## src/rtl/cpu_pkg.sv

```systemverilog
// Shared types and constants for the instruction prefetch path.
package cpu_pkg;

    typedef enum logic [1:0] {
        IDLE    = 2'd0,
        FETCH   = 2'd1,
        DISCARD = 2'd2
    } prefetch_state_t;

    localparam logic [15:0] RESET_CS = 16'hFFFF;
    localparam logic [15:0] RESET_IP = 16'h0000;

    // Physical byte address wraps at 1 MiB; the bus takes word addresses.
    function automatic logic [18:0] word_address(input logic [15:0] cs, input logic [15:0] ip);
        logic [19:0] phys;
        phys = {cs, 4'h0} + {4'h0, ip};
        return phys[19:1];
    endfunction

endpackage

```

## src/rtl/prefetch_fifo.sv

```systemverilog
// Circular byte queue: 1- or 2-byte push, registered 1-byte pop, synchronous clear.
module prefetch_fifo #(
    parameter int DEPTH = 6,
    localparam int PW = (DEPTH > 1) ? $clog2(DEPTH) : 1,
    localparam int CW = $clog2(DEPTH + 1)
) (
    input  logic          clk,
    input  logic          reset,
    input  logic          clear,
    input  logic [1:0]    push_cnt,
    input  logic [15:0]   push_data,
    input  logic          pop,
    output logic [7:0]    rd_data,
    output logic [CW-1:0] count
);

    logic [7:0]    buf_q [DEPTH];
    logic [PW-1:0] rd_ptr;
    logic [PW-1:0] wr_ptr;
    logic [PW-1:0] wr_ptr_p1;

    function automatic logic [PW-1:0] ptr_add(input logic [PW-1:0] p, input int unsigned n);
        int unsigned s;
        s = {{(32-PW){1'b0}}, p} + n;
        if (s >= DEPTH)
            s = s - DEPTH;
        return s[PW-1:0];
    endfunction

    assign wr_ptr_p1 = ptr_add(wr_ptr, 32'd1);

    // push_data[7:0] is the older byte and lands first.
    always_ff @(posedge clk) begin
        if (!clear) begin
            if (push_cnt != 2'd0)
                buf_q[wr_ptr] <= push_data[7:0];
            if (push_cnt == 2'd2)
                buf_q[wr_ptr_p1] <= push_data[15:8];
        end
    end

    always_ff @(posedge clk or posedge reset) begin
        if (reset) begin
            rd_ptr  <= '0;
            wr_ptr  <= '0;
            count   <= '0;
            rd_data <= 8'h00;
        end else if (clear) begin
            rd_ptr <= '0;
            wr_ptr <= '0;
            count  <= '0;
        end else begin
            if (pop) begin
                rd_data <= buf_q[rd_ptr];
                rd_ptr  <= ptr_add(rd_ptr, 32'd1);
            end
            if (push_cnt != 2'd0)
                wr_ptr <= ptr_add(wr_ptr, 32'(push_cnt));
            count <= count + CW'(push_cnt) - CW'(pop);
        end
    end

endmodule

```

## src/rtl/prefetch_queue.sv

```systemverilog
// Instruction prefetch: fetches code words at CS:IP and queues them as bytes for the decoder.
//   state   | meaning
//   IDLE    | no bus access; issue a fetch once the queue has room for it
//   FETCH   | bus read outstanding; data is pushed on mem_ack
//   DISCARD | flushed mid-access; wait for mem_ack and drop its data
module prefetch_queue
    import cpu_pkg::*;
#(
    parameter int DEPTH = 6
) (
    input  logic        clk,
    input  logic        reset,
    input  logic        flush,
    input  logic [15:0] load_cs,
    input  logic [15:0] load_ip,
    output logic        mem_access,
    input  logic        mem_ack,
    output logic [18:0] mem_address,
    input  logic [15:0] mem_data,
    input  logic        fifo_rd_en,
    output logic [7:0]  fifo_rd_data,
    output logic        fifo_empty
);

    localparam int CW = $clog2(DEPTH + 1);

    prefetch_state_t state;
    prefetch_state_t state_next;

    logic [15:0]   cs;
    logic [15:0]   fetch_ip;
    logic [CW-1:0] fifo_count;
    logic [CW-1:0] count_after;
    logic [CW-1:0] free_bytes;
    logic [CW-1:0] need;
    logic          has_room;
    logic          rd_accept;
    logic          issue;
    logic [1:0]    push_cnt;
    logic [15:0]   push_data;

    assign fifo_empty = (fifo_count == '0);
    assign rd_accept  = fifo_rd_en && !fifo_empty && !flush;
    assign mem_access = (state != IDLE);

    // Room is judged after this cycle's pop so a read can unblock a fetch immediately.
    assign count_after = fifo_count - CW'(rd_accept);
    assign free_bytes  = CW'(DEPTH) - count_after;
    assign need        = fetch_ip[0] ? CW'(1) : CW'(2);
    assign has_room    = (free_bytes >= need);

    // An odd IP only wants the high byte of the fetched word.
    assign push_data = fetch_ip[0] ? {8'h00, mem_data[15:8]} : mem_data;

    always_ff @(posedge clk or posedge reset) begin
        if (reset)
            state <= IDLE;
        else
            state <= state_next;
    end

    always_comb begin
        state_next = state;
        issue      = 1'b0;
        push_cnt   = 2'd0;
        case (state)
            IDLE: begin
                if (!flush && has_room) begin
                    state_next = FETCH;
                    issue      = 1'b1;
                end
            end
            FETCH: begin
                if (flush) begin
                    state_next = mem_ack ? IDLE : DISCARD;
                end else if (mem_ack) begin
                    push_cnt   = fetch_ip[0] ? 2'd1 : 2'd2;
                    state_next = IDLE;
                end
            end
            DISCARD: begin
                if (mem_ack)
                    state_next = IDLE;
            end
            default: state_next = IDLE;
        endcase
    end

    always_ff @(posedge clk or posedge reset) begin
        if (reset) begin
            cs       <= RESET_CS;
            fetch_ip <= RESET_IP;
        end else if (flush) begin
            cs       <= load_cs;
            fetch_ip <= load_ip;
        end else if (push_cnt != 2'd0) begin
            fetch_ip <= fetch_ip + {14'd0, push_cnt};
        end
    end

    // Latched at issue so the bus sees a stable address even if a flush reloads CS:IP.
    always_ff @(posedge clk or posedge reset) begin
        if (reset)
            mem_address <= word_address(RESET_CS, RESET_IP);
        else if (issue)
            mem_address <= word_address(cs, fetch_ip);
    end

    prefetch_fifo #(
        .DEPTH (DEPTH)
    ) u_fifo (
        .clk       (clk),
        .reset     (reset),
        .clear     (flush),
        .push_cnt  (push_cnt),
        .push_data (push_data),
        .pop       (rd_accept),
        .rd_data   (fifo_rd_data),
        .count     (fifo_count)
    );

endmodule

```

## config.mk

```make
export PLATFORM = sky130hd
export DESIGN_NAME = prefetch_queue
export DESIGN_NICKNAME = d
export VERILOG_FILES = /design/src/rtl/cpu_pkg.sv /design/src/rtl/prefetch_fifo.sv /design/src/rtl/prefetch_queue.sv
export SDC_FILE = /design/constraint.sdc
export NUM_CORES = 1
export LEC_CHECK = 0
export BUFFER_PORTS_ARGS = -buffer_cell sky130_fd_sc_hd__buf_2
export CORE_ASPECT_RATIO = 2
export CORE_MARGIN = 3
export CORE_UTILIZATION = 49
export CTS_CLUSTER_SIZE = 28
export DETAILED_ROUTE_END_ITERATION = 10
export PLACE_DENSITY = 0.65
export SYNTH_ARGS = -nofsm -noshare
export SYNTH_HDL_FRONTEND = slang
export SYNTH_SLANG_ARGS = --single-unit
```

## constraint.sdc

```tcl
create_clock -name clk -period 6.1 [get_ports clk]
set_input_delay 0.61 -clock clk [delete_from_list [all_inputs] [get_ports clk]]
set_output_delay 0.61 -clock clk [all_outputs]
set_load 0.01 [all_outputs]
```

After elaboration in Yosys (flattened, before gate mapping)
Memory sizes are Yosys's and may differ from the RTL's. A register that Yosys moved wholly into a read port is not among the register bits.
Index checks and enable logic that the tools add are counted.
{"block": "op_classes", "bitwise_logic": 1, "eq_ne": 4, "addsub": 12, "order_cmp": 4, "n_reduce_logical": 12, "mux": 29}
{"op": "two-way mux 16 bit", "n": 3}
{"op": "two-way mux 3 bit", "n": 8}
{"op": "adder 20 x 16 -> 20 bit", "n": 1}
{"op": "two-way mux 2 bit", "n": 9}
{"op": "adder 16 x 2 -> 16 bit", "n": 1}
{"op": "greater-or-equal comparator 4 x 3 -> 1 bit, second input constant", "n": 3}
{"op": "subtractor 3 bit, second input constant", "n": 3}
{"op": "adder 3 x 1 -> 4 bit, second input constant", "n": 2}
{"op": "two-way mux 1 bit", "n": 8}
{"op": "nonzero test 2 bit", "n": 4}
{"op": "case mux 2 bit (3 select lines)", "n": 1}
{"op": "subtractor 3 x 1 -> 3 bit", "n": 2}
{"op": "adder 3 x 2 -> 4 bit", "n": 1}
{"op": "equality test 2 bit, second input constant", "n": 2}
{"op": "adder 3 x 2 -> 3 bit", "n": 1}
{"op": "greater-or-equal comparator 3 x 2 -> 1 bit", "n": 1}
{"op": "logical AND 1 bit", "n": 3}
{"op": "logical NOT 3 bit", "n": 1}
{"op": "subtractor 3 bit, first input constant", "n": 1}
{"op": "equality test 2 x 1 -> 1 bit, second input constant", "n": 1}
{"op": "logical NOT 1 bit", "n": 2}
{"op": "logical NOT 2 bit", "n": 1}
{"op": "inequality test 2 bit, second input constant", "n": 1}
{"op": "AND reduction 2 bit", "n": 1}
{"op": "NOT 1 bit", "n": 1}
{"block": "word_totals", "output_inout_bits": 29, "ramBits": 48, "ff_bits": 62, "input_bits": 53, "mem_count": 1, "elab_cells": 70}
{"memory": "u_fifo.buf_q", "depth": 6, "word_bits": 8, "read_ports": 1, "rd_ports_with_merged_regs": 1, "write_ports": 2, "line_no": "prefetch_fifo.sv:17", "source": "logic [7:0] buf_q [DEPTH];"}

Depth between registers and ports, before layout
Gate-level depths: netlist (run 1).
{"block": "logic_depth", "ltp_word": 10, "ltp_mapped": 15, "mapped_depth_nobuf": 12}

By module
From an unflattened synthesis (run 1), not the netlist that was laid out.
{"block": "hier_totals", "hier_cells": 593, "hier_area_um2": 6764.0}
{"mod": "prefetch_fifo", "instances": 1, "cells_per_inst": 274, "seq_area_each_um2": 1866.8, "area_per_inst_um2": 3574.7}
{"mod": "prefetch_queue", "instances": 1, "cells_per_inst": 319, "seq_area_each_um2": 1366.3, "area_per_inst_um2": 3189.3}

Worst setup path before layout (run 1)
Ideal clock, no wire load.
{"block": "synth_path", "path_type": "register -> register", "from": "register u_fifo.count[0]", "to": "register mem_address[1]", "n_path_buf": 4, "period_less_slack_ns": 3.605, "stages_incl_launch_ff": 15, "required_ns": 5.975, "arrival_ns": 3.480, "setup_slack_ns": 2.495, "setup_time_ns": 0.125, "path_cell_list": "dfrtp_1 -> nor3_1 -> nand2b_1 -> nand2b_1 -> clkbuf_1 -> clkbuf_1 -> inv_1 -> ha_1 -> ha_1 -> nand2b_1 -> a211oi_1 -> or4_1 -> clkbuf_1 -> clkbuf_1 -> mux2_2"}
{"block": "synth_via", "elab_chain_cells": 10}
{"element": "from (decl)", "line_no": "prefetch_fifo.sv:14", "source": "output logic [CW-1:0] count"}
{"element": "from (signal assigned)", "line_no": "prefetch_fifo.sv:59", "source": "count <= count + CW'(push_cnt) - CW'(pop);"}
{"element": "logical NOT 3 bit", "line_no": "prefetch_queue.sv:42", "source": "assign fifo_empty = (fifo_count == '0);"}
{"element": "named net fifo_empty", "line_no": "prefetch_queue.sv:22", "source": "output logic fifo_empty"}
{"element": "logical NOT 1 bit", "line_no": "prefetch_queue.sv:43", "source": "assign rd_accept = fifo_rd_en && !fifo_empty && !flush;"}
{"element": "logical AND 1 bit (2 in series)", "line_no": "prefetch_queue.sv:43"}
{"element": "subtractor 3 x 1 -> 3 bit", "line_no": "prefetch_queue.sv:47", "source": "assign count_after = fifo_count - CW'(rd_accept);"}
{"element": "subtractor 3 bit", "line_no": "prefetch_queue.sv:48", "source": "assign free_bytes = CW'(DEPTH) - count_after;"}
{"element": "greater-or-equal comparator 3 x 2 -> 1 bit", "line_no": "prefetch_queue.sv:50", "source": "assign has_room = (free_bytes >= need);"}
{"element": "logical AND 1 bit", "line_no": "prefetch_queue.sv:68", "source": "if (!flush && has_room) begin"}
{"element": "two-way mux 1 bit", "line_no": "prefetch_queue.sv:68"}
{"element": "two-way mux 1 bit", "line_no": "prefetch_queue.sv:66", "source": "case (state)"}
{"element": "to (signal assigned)", "line_no": "prefetch_queue.sv:104", "source": "mem_address <= word_address(RESET_CS, RESET_IP);"}
{"element": "to (signal assigned)", "line_no": "prefetch_queue.sv:106", "source": "mem_address <= word_address(cs, fetch_ip);"}
{"element": "to (decl)", "line_no": "prefetch_queue.sv:18", "source": "output logic [18:0] mem_address,"}
The timed path passes the listed nets, and every way through them passes these cells.
A chain may end at the register's enable or synchronous reset.

Worst setup path after layout (run 1)
{"block": "layout_path", "from": "register u_fifo.count[0]", "to": "register mem_address[2]"}
{"block": "layout_via", "elab_chain_cells": 10}
{"element": "logical NOT 3 bit", "line_no": "prefetch_queue.sv:42"}
{"element": "logical NOT 1 bit", "line_no": "prefetch_queue.sv:43"}
{"element": "logical AND 1 bit (2 in series)", "line_no": "prefetch_queue.sv:43"}
{"element": "subtractor 3 x 1 -> 3 bit *", "line_no": "prefetch_queue.sv:47"}
{"element": "subtractor 3 bit *", "line_no": "prefetch_queue.sv:48"}
{"element": "greater-or-equal comparator 3 x 2 -> 1 bit *", "line_no": "prefetch_queue.sv:50"}
{"element": "logical AND 1 bit *", "line_no": "prefetch_queue.sv:68"}
{"element": "two-way mux 1 bit *", "line_no": "prefetch_queue.sv:68"}
{"element": "two-way mux 1 bit *", "line_no": "prefetch_queue.sv:66"}
Every way passes the cells marked *; elsewhere a longest branch is shown, timed or not.

==> flow_summary.ini, run 1 <==
[final_layout]
multiInputGateArea_sq_um = 3180
fillers = 1105
n_antenna_cell = 0
drive_gt1_share_pct = 31.2
seq_area_sq_um = 3230
areaGrowthSynthToFinish_pct = 16.7
fin_nets = 744

[sta]
worst_slew_margin_rel_pct = 34.4
final.setup_skew_ps = 8.47
hold_viol_final = 0
layout_setup_ws_ps = 2270
slew_violations = 0
finalSetupTns_ps = 0
setup_violations = 0
rsz0062_at_grt = no
finalCriticalPeriod_ps = 3830
max_freq_mhz = 261
tightest_slew_ps = 984
fin_crit_sh_pct = 62.8

[drt]
dr_total_vias = 4651
viasPerCell = 5.64
first_pass_iters = 4
drcViolationCount = 0
wl_per_cell_um = 17.8
drtIter0Drc = 180
finalWirelength_mm = 14.7
ant_nets = 0

[worst_setup_path]
start_kind = flop
critPathRequiredTime_ps = 6400
critPathArrivalTime_ps = 4130
crit_fanout = 34
critPathCaptureType = flop
path_class = reg2reg

[synth]
postSynthAreaPerCell_sq_um = 11.4
synth.most_common_cell = nand2_1
synth_area_leaders = edfxtp_1, dfrtp_1, dfstp_2
ys.flop_type = edfxtp_1
synth_mux_area_share_pct = 15.7
ys_ff_latch = 118
yosys.area.top_type = edfxtp_1
synth_cell_types = 59
synth_fa_ha_area_share_pct = 6.33
async_flop_share_pct = 59.3
yosysSeqAreaShare_pct = 49.0
synth-simple-area-share_pct = 11.3
syn_inst = 580
synth_edf_count = 48
syn_area_sq_um = 6600
yosysWarnings = 0
syn-num-nets = 664
synth_common_cells = nand2_1, o21ai_0, edfxtp_1
synth_top_area_share_pct = 21.8
synth_compound_area_share_pct = 11.1
synthXorXnorAreaFrac_pct = 3.83
synth_top_family_by_area = multiplexers

[worst_hold_path]
hp-class = in2reg

[power_and_ir_drop]
p_sw_share_pct = 30.8
combPwrFrac_pct = 24.0
ir_drop_v = 0.000205
p_int_mw = 1.86
p_leak_nw = 3.06
p_sw_uw = 829
pwr-share-clk_pct = 35.5
p_seq_share_pct = 40.5
p_per_area_nw_per_um2 = 350

[grt]
grt_pass1_vias = 4815
grt_usage_pct = 20.6
grt_pass1_wl_mm = 23.6
grt_antenna_before_repair = 0
grt_start_max_net_pins = 71
overflow = 0

[clocking]
cts_tree = yes
cts_resized = 0
clockBufferDepth = 2
numCtsBuffers = 17
clkTransAtPathRegs_ps = 60
postCtsSetupRepairBufs = 0
cts_max_level = 4
ctsHoldBuffers = 0
clk_latency_ps = 410
root_buffer = clkbuf_16
clock-sinks = 118

[placed_design]
portBuffers = 81
gp_congestion = 0.858
hpwlAfterDp_mm = 10.9
dp_slack_ps = 2190

[floorplanning]
ioPinCount = 82
dieArea_sq_um = 15000
start_util_pct = 50.5
core.rowCount = 59
core_sq_um = 13100
die_x_um = 88.1
die_height_um = 170

[run_status]
outcome = completed

[flow_run]
maxCapViolCount = 0
[logic make-up after synthesis]
logic type | Yosys count
and+or+nand+nor | 156
DFF | 118
AOI/OAI and AO/OA | 115
muxes | 85
buffers and inverters | 47
adders and majority gates | 31
xor gates and xnor gates | 28
[stage by stage]
stage	instances	util (%)	area, sq um	power [mW]	hold WS [ps]
2_1_floorplan	580	-	6600	1.53	483
6_report	825	58.9	7700	2.69	404
3_3_place_gp	793	54.6	7130	1.74	462
5_1_grt	825	58.9	7700	2.84	409
4_1_cts	825	58.9	7700	2.72	392
3_5_place_dp	793	54.6	7130	1.76	471
[final timing paths]
path | start | end | depth (start not counted) | slack (ps)
worst max-delay path | u_fifo.count[0] | mem_address[2] | 10 | 2270
worst min-delay path | mem_ack | state[1] | 2 | 400
worst max register to register | u_fifo.count[0] | mem_address[2] | 10 | 2270
worst min register to register | mem_address[5] | mem_address[5] | 2 | 480
max in group asynchronous | reset | fetch_ip[9] | 3 | 5040
min in group asynchronous | reset | u_fifo.rd_data[2] | 3 | 420
[critical path, stage by stage, from the launching register on]
cell      delay [ps]
dfrtp_1          400
nor3_1           220
nand2b_1         270
nand2b_1         520
inv_1            100
ha_1             320
ha_1             270
nand2b_1         130
a211oi_1         270
or4_1            810
mux2_2           420
[registers in the layout (all words and copies together) (netlist names)]
| name | count |
|---|---|
| u_fifo.wr_ptr | 3 |
| mem_address | 19 |
| cs | 16 |
| u_fifo.rd_data | 8 |
| u_fifo.rd_ptr | 3 |
| u_fifo.buf_q | 48 |
| fetch_ip | 16 |
| state | 2 |
| u_fifo.count | 3 |
[metal layers]
| layer | global-route usage, % | up-vias | wire length, um |
|---|---|---|---|
| met2 | 39.8 | 93 | 8500 |
| met1 | 21.0 | 2272 | 5390 |
| met3 | 3.92 | 23 | 430 |
| met4 | 7.83 | 0 | 365 |
| li1 | - | 2263 | - |
| met5 | 0 | - | 0 |
[power groups by stage]
stage          clock (mW)  sequential (mW)  combinational [mW]
6_report            0.955             1.09               0.646
5_1_grt              1.01             1.11               0.725
4_1_cts             0.972             1.09               0.656
3_5_place_dp            0             1.11               0.652
3_3_place_gp            0             1.10               0.634
2_1_floorplan           0             1.12               0.409
[cell usage in the layout, fill, tap and decap left out, drive strengths merged, types with 5 or more instances in the layout]
| cell | count |
|---|---|
| nand2b | 9 |
| nand3 | 12 |
| inv | 28 |
| dfstp | 32 |
| o21ai | 59 |
| nor2 | 27 |
| edfxtp | 48 |
| mux2i | 9 |
| mux4 | 8 |
| o311ai | 5 |
| nor3 | 13 |
| a21oi | 25 |
| buf | 85 |
| ha | 27 |
| xnor2 | 14 |
| mux2 | 68 |
| nand2 | 73 |
| clkbuf | 17 |
| clkinv | 5 |
| dfrtp | 38 |
| xor2 | 14 |
[cell type report]
cell class	count	share of cell area, %
Clock inverter	15	1.89
Inverter	23	1.12
Sequential cell	118	42.0
Tap cell	152	2.47
Multi-Input combinational cell	415	41.3
Timing Repair Buffer	85	5.66
Clock buffer	17	5.53
(Power assumes the default switching activity.)
==> run 2, diff against run 1 <==
--- a/config.mk
+++ b/config.mk
@@ -5,6 +5,7 @@
 export SDC_FILE = /design/constraint.sdc
 export NUM_CORES = 1
 export LEC_CHECK = 0
+export ABC_AREA = 1
 export BUFFER_PORTS_ARGS = -buffer_cell sky130_fd_sc_hd__buf_2
 export CORE_ASPECT_RATIO = 2
 export CORE_MARGIN = 3
==> constraint.sdc (replaced) <==
create_clock -name clk -period 3.8 [get_ports clk]
set_input_delay 0.38 -clock clk [delete_from_list [all_inputs] [get_ports clk]]
set_output_delay 0.38 -clock clk [all_outputs]
set_load 0.01 [all_outputs]
==> run 2 against run 1 <==
Compared with the run above: flip-flop and latch count stayed put; final area increased by 8.0%; clock-buffer cell count unchanged; sequential share of layout area down 3.1 points; power rose by 81%; combinational power grew 120%; hold slack got worse by 240 ps; non-clock buffer count up 9; routed wire length up 37%; critical endpoint is now fetch_ip[8].
==> flow_summary.ini, run 2 <==
[synth]
synth_cell_types = 41
async_flop_share_pct = 59.3
ys_ff_latch = 118
yosysWarnings = 0
syn-num-nets = 1004
synth_common_cells = nand2_1, inv_1, o21ai_0
synth_edf_count = 48
syn_area_sq_um = 7140
syn_inst = 920
synth_area_leaders = edfxtp_1, nand2_1, dfrtp_1
yosys.area.top_type = edfxtp_1
ys.flop_type = edfxtp_1
synth_top_area_share_pct = 20.2
postSynthAreaPerCell_sq_um = 7.76
yosysSeqAreaShare_pct = 45.3
synth.most_common_cell = nand2_1

[clocking]
root_buffer = clkbuf_16
clk_latency_ps = 420
cts_tree = yes
postCtsSetupRepairBufs = 0
clkTransAtPathRegs_ps = 60
numCtsBuffers = 17
cts_max_level = 4
clockBufferDepth = 2
cts_resized = 0
clock-sinks = 118

[power_and_ir_drop]
p_per_area_nw_per_um2 = 585
p_leak_nw = 4.11
ir_drop_v = 0.000275

[placed_design]
gp_congestion = 0.998
dp.cells = 1173
portBuffers = 81
placed_cell_area_sq_um = 7710
hpwlAfterDp_mm = 15.3

[drt]
drcViolationCount = 0
drtIter0Drc = 271
wl_per_cell_um = 16.6
first_pass_iters = 7
viasPerCell = 5.30
dr_total_vias = 6391
finalWirelength_mm = 20.1
ant_nets = 0

[sta]
final.setup_skew_ps = 12.4
fin_hold_ws_ps = 160
fin_crit_sh_pct = 84.6
finalSetupTns_ps = 0
hold_viol_final = 0
max_freq_mhz = 311
tightest_slew_ps = 1210
slew_violations = 0
rsz0062_at_grt = no
setup_violations = 0
worst_slew_margin_rel_pct = 18.7
finalCriticalPeriod_ps = 3220

[grt]
grt_start_max_net_pins = 42
grt_pass1_wl_mm = 32.5
overflow = 0
grt_pass1_vias = 6441
grt_usage_pct = 26.3
grt_antenna_before_repair = 0

[worst_setup_path]
path_class = reg2reg
path_cells = inv_2, nor3_1, ha_1, inv_1, fa_1, inv_1, nand2_1, nor2_1, nand3_1, nor2_1, nand2_1, nand2_1, o21ai_0
crit_fanout = 18
critPathArrivalTime_ps = 3510
critPathCaptureType = flop
crit_family = simple AND/OR/NAND/NOR gates
critPathRequiredTime_ps = 4090
path_common_cell = nand2_1
cp_slowest_cell = dfrtp_1
path_buf_inv = 3
slowest_delay_ps = 680
start_kind = flop

[final_layout]
largest_register_ffs = 48
n_antenna_cell = 0
mostFrequentLayoutCell = nand2_1
final_util_pct = 58.9
reg_top3 = u_fifo.buf_q: 48 flops, mem_address: 19 flops
final_area_sq_um = 8310
drive_gt1_share_pct = 18.5
largest_register = u_fifo.buf_q
final_cell_mix = nand2_1, inv_1, o21ai_0, buf_2, nand3_1
multiInputGateArea_sq_um = 3340
fin_nets = 1088
fillers = 1345
final_cells = 1206
areaGrowthSynthToFinish_pct = 16.4
seq_area_sq_um = 3230

[floorplanning]
die_height_um = 177
die_x_um = 91.4
ioPinCount = 82
dieArea_sq_um = 16100
start_util_pct = 50.6
core.rowCount = 61
core_sq_um = 14100

[worst_hold_path]
hp-class = in2reg

[flow_run]
maxCapViolCount = 0

[run_status]
outcome = completed
==> run 2: cell types whose count changed after synthesis, moves of 11 or more <==
| cell | change |
|---|---|
| nand3_1 | +49 |
| xnor2_1 | -11 |
| mux2_1 | -32 |
| o21ai_0 | +33 |
| mux2_2 | -36 |
| nor2_1 | +22 |
| nand2_1 | +264 |
| inv_1 | +76 |
==> run 2: worst paths after layout <==
kind	cells after the start	endpoint	slack, ps	start
max reg2reg	13	fetch_ip[8]	580	fetch_ip[0]
min	3	cs[8]	160	load_cs[8]
max in group asynchronous	4	cs[2]	2480	reset
min in group asynchronous	3	u_fifo.rd_data[1]	510	reset
max	13	fetch_ip[8]	580	fetch_ip[0]
min reg2reg	2	mem_address[16]	470	mem_address[16]
==> run 2: layer usage <==
metal	up-vias	wire (um)	global-route usage [%]
met1	2943	6550	24.4
met4	0	1290	17.4
li1	3154	-	-
met2	218	11500	51.4
met5	-	0	0
met3	76	756	3.79
==> run 2: cells by family after synthesis <==
family                     after synthesis  share of synthesized area, %
AOI/OAI and AO/OA                      142                          10.6
xor gates and xnor gates                12                          1.47
adders and majority gates               31                          5.85
buffers and inverters                  134                          7.94
DFF                                    118                          45.3
and+or+nand+nor                        483                          28.8
==> run 2: final cells by class <==
type / count / area share, %
inverters: 105 / 4.86
clock buffers: 17 / 5.12
multi-input cells: 668 / 40.2
clock inverters: 15 / 2.02
well taps: 189 / 2.85
repair buffers: 94 / 6.08
flip-flops and latches: 118 / 38.9
==> run 2: timing repair <==
action                                  in CTS  in global routing
hold buffers                                 1                  0
endpoints found under the setup margin       0                  0
hold endpoints to repair                    14                  0
==> run 2: worst reg2reg max path, cell delays in order, from the launching register on <==
cell     delay [ps]
dfrtp_1         680
inv_2           280
nor3_1          470
ha_1            250
inv_1            50
fa_1            390
inv_1            70
nand2_1          60
nor2_1          290
nand3_1         170
nor2_1          190
nand2_1          70
nand2_1          50
o21ai_0          70
==> run 2: per-stage QoR <==
step	total power, mW	worst slack, ps
finish	4.87	585
global route	5.16	243
CTS	4.90	572
detailed placement	3.27	577
global placement	3.25	587
floorplan	2.73	1130
==> run 2: report_power, final <==
group | internal (mW) | total [mW] | leakage, nW | switching (mW)
clock network | 0.979 | 1.63 | 0.286 | 0.647
registers | 1.64 | 1.81 | 1.25 | 0.168
logic | 0.496 | 1.43 | 2.58 | 0.935
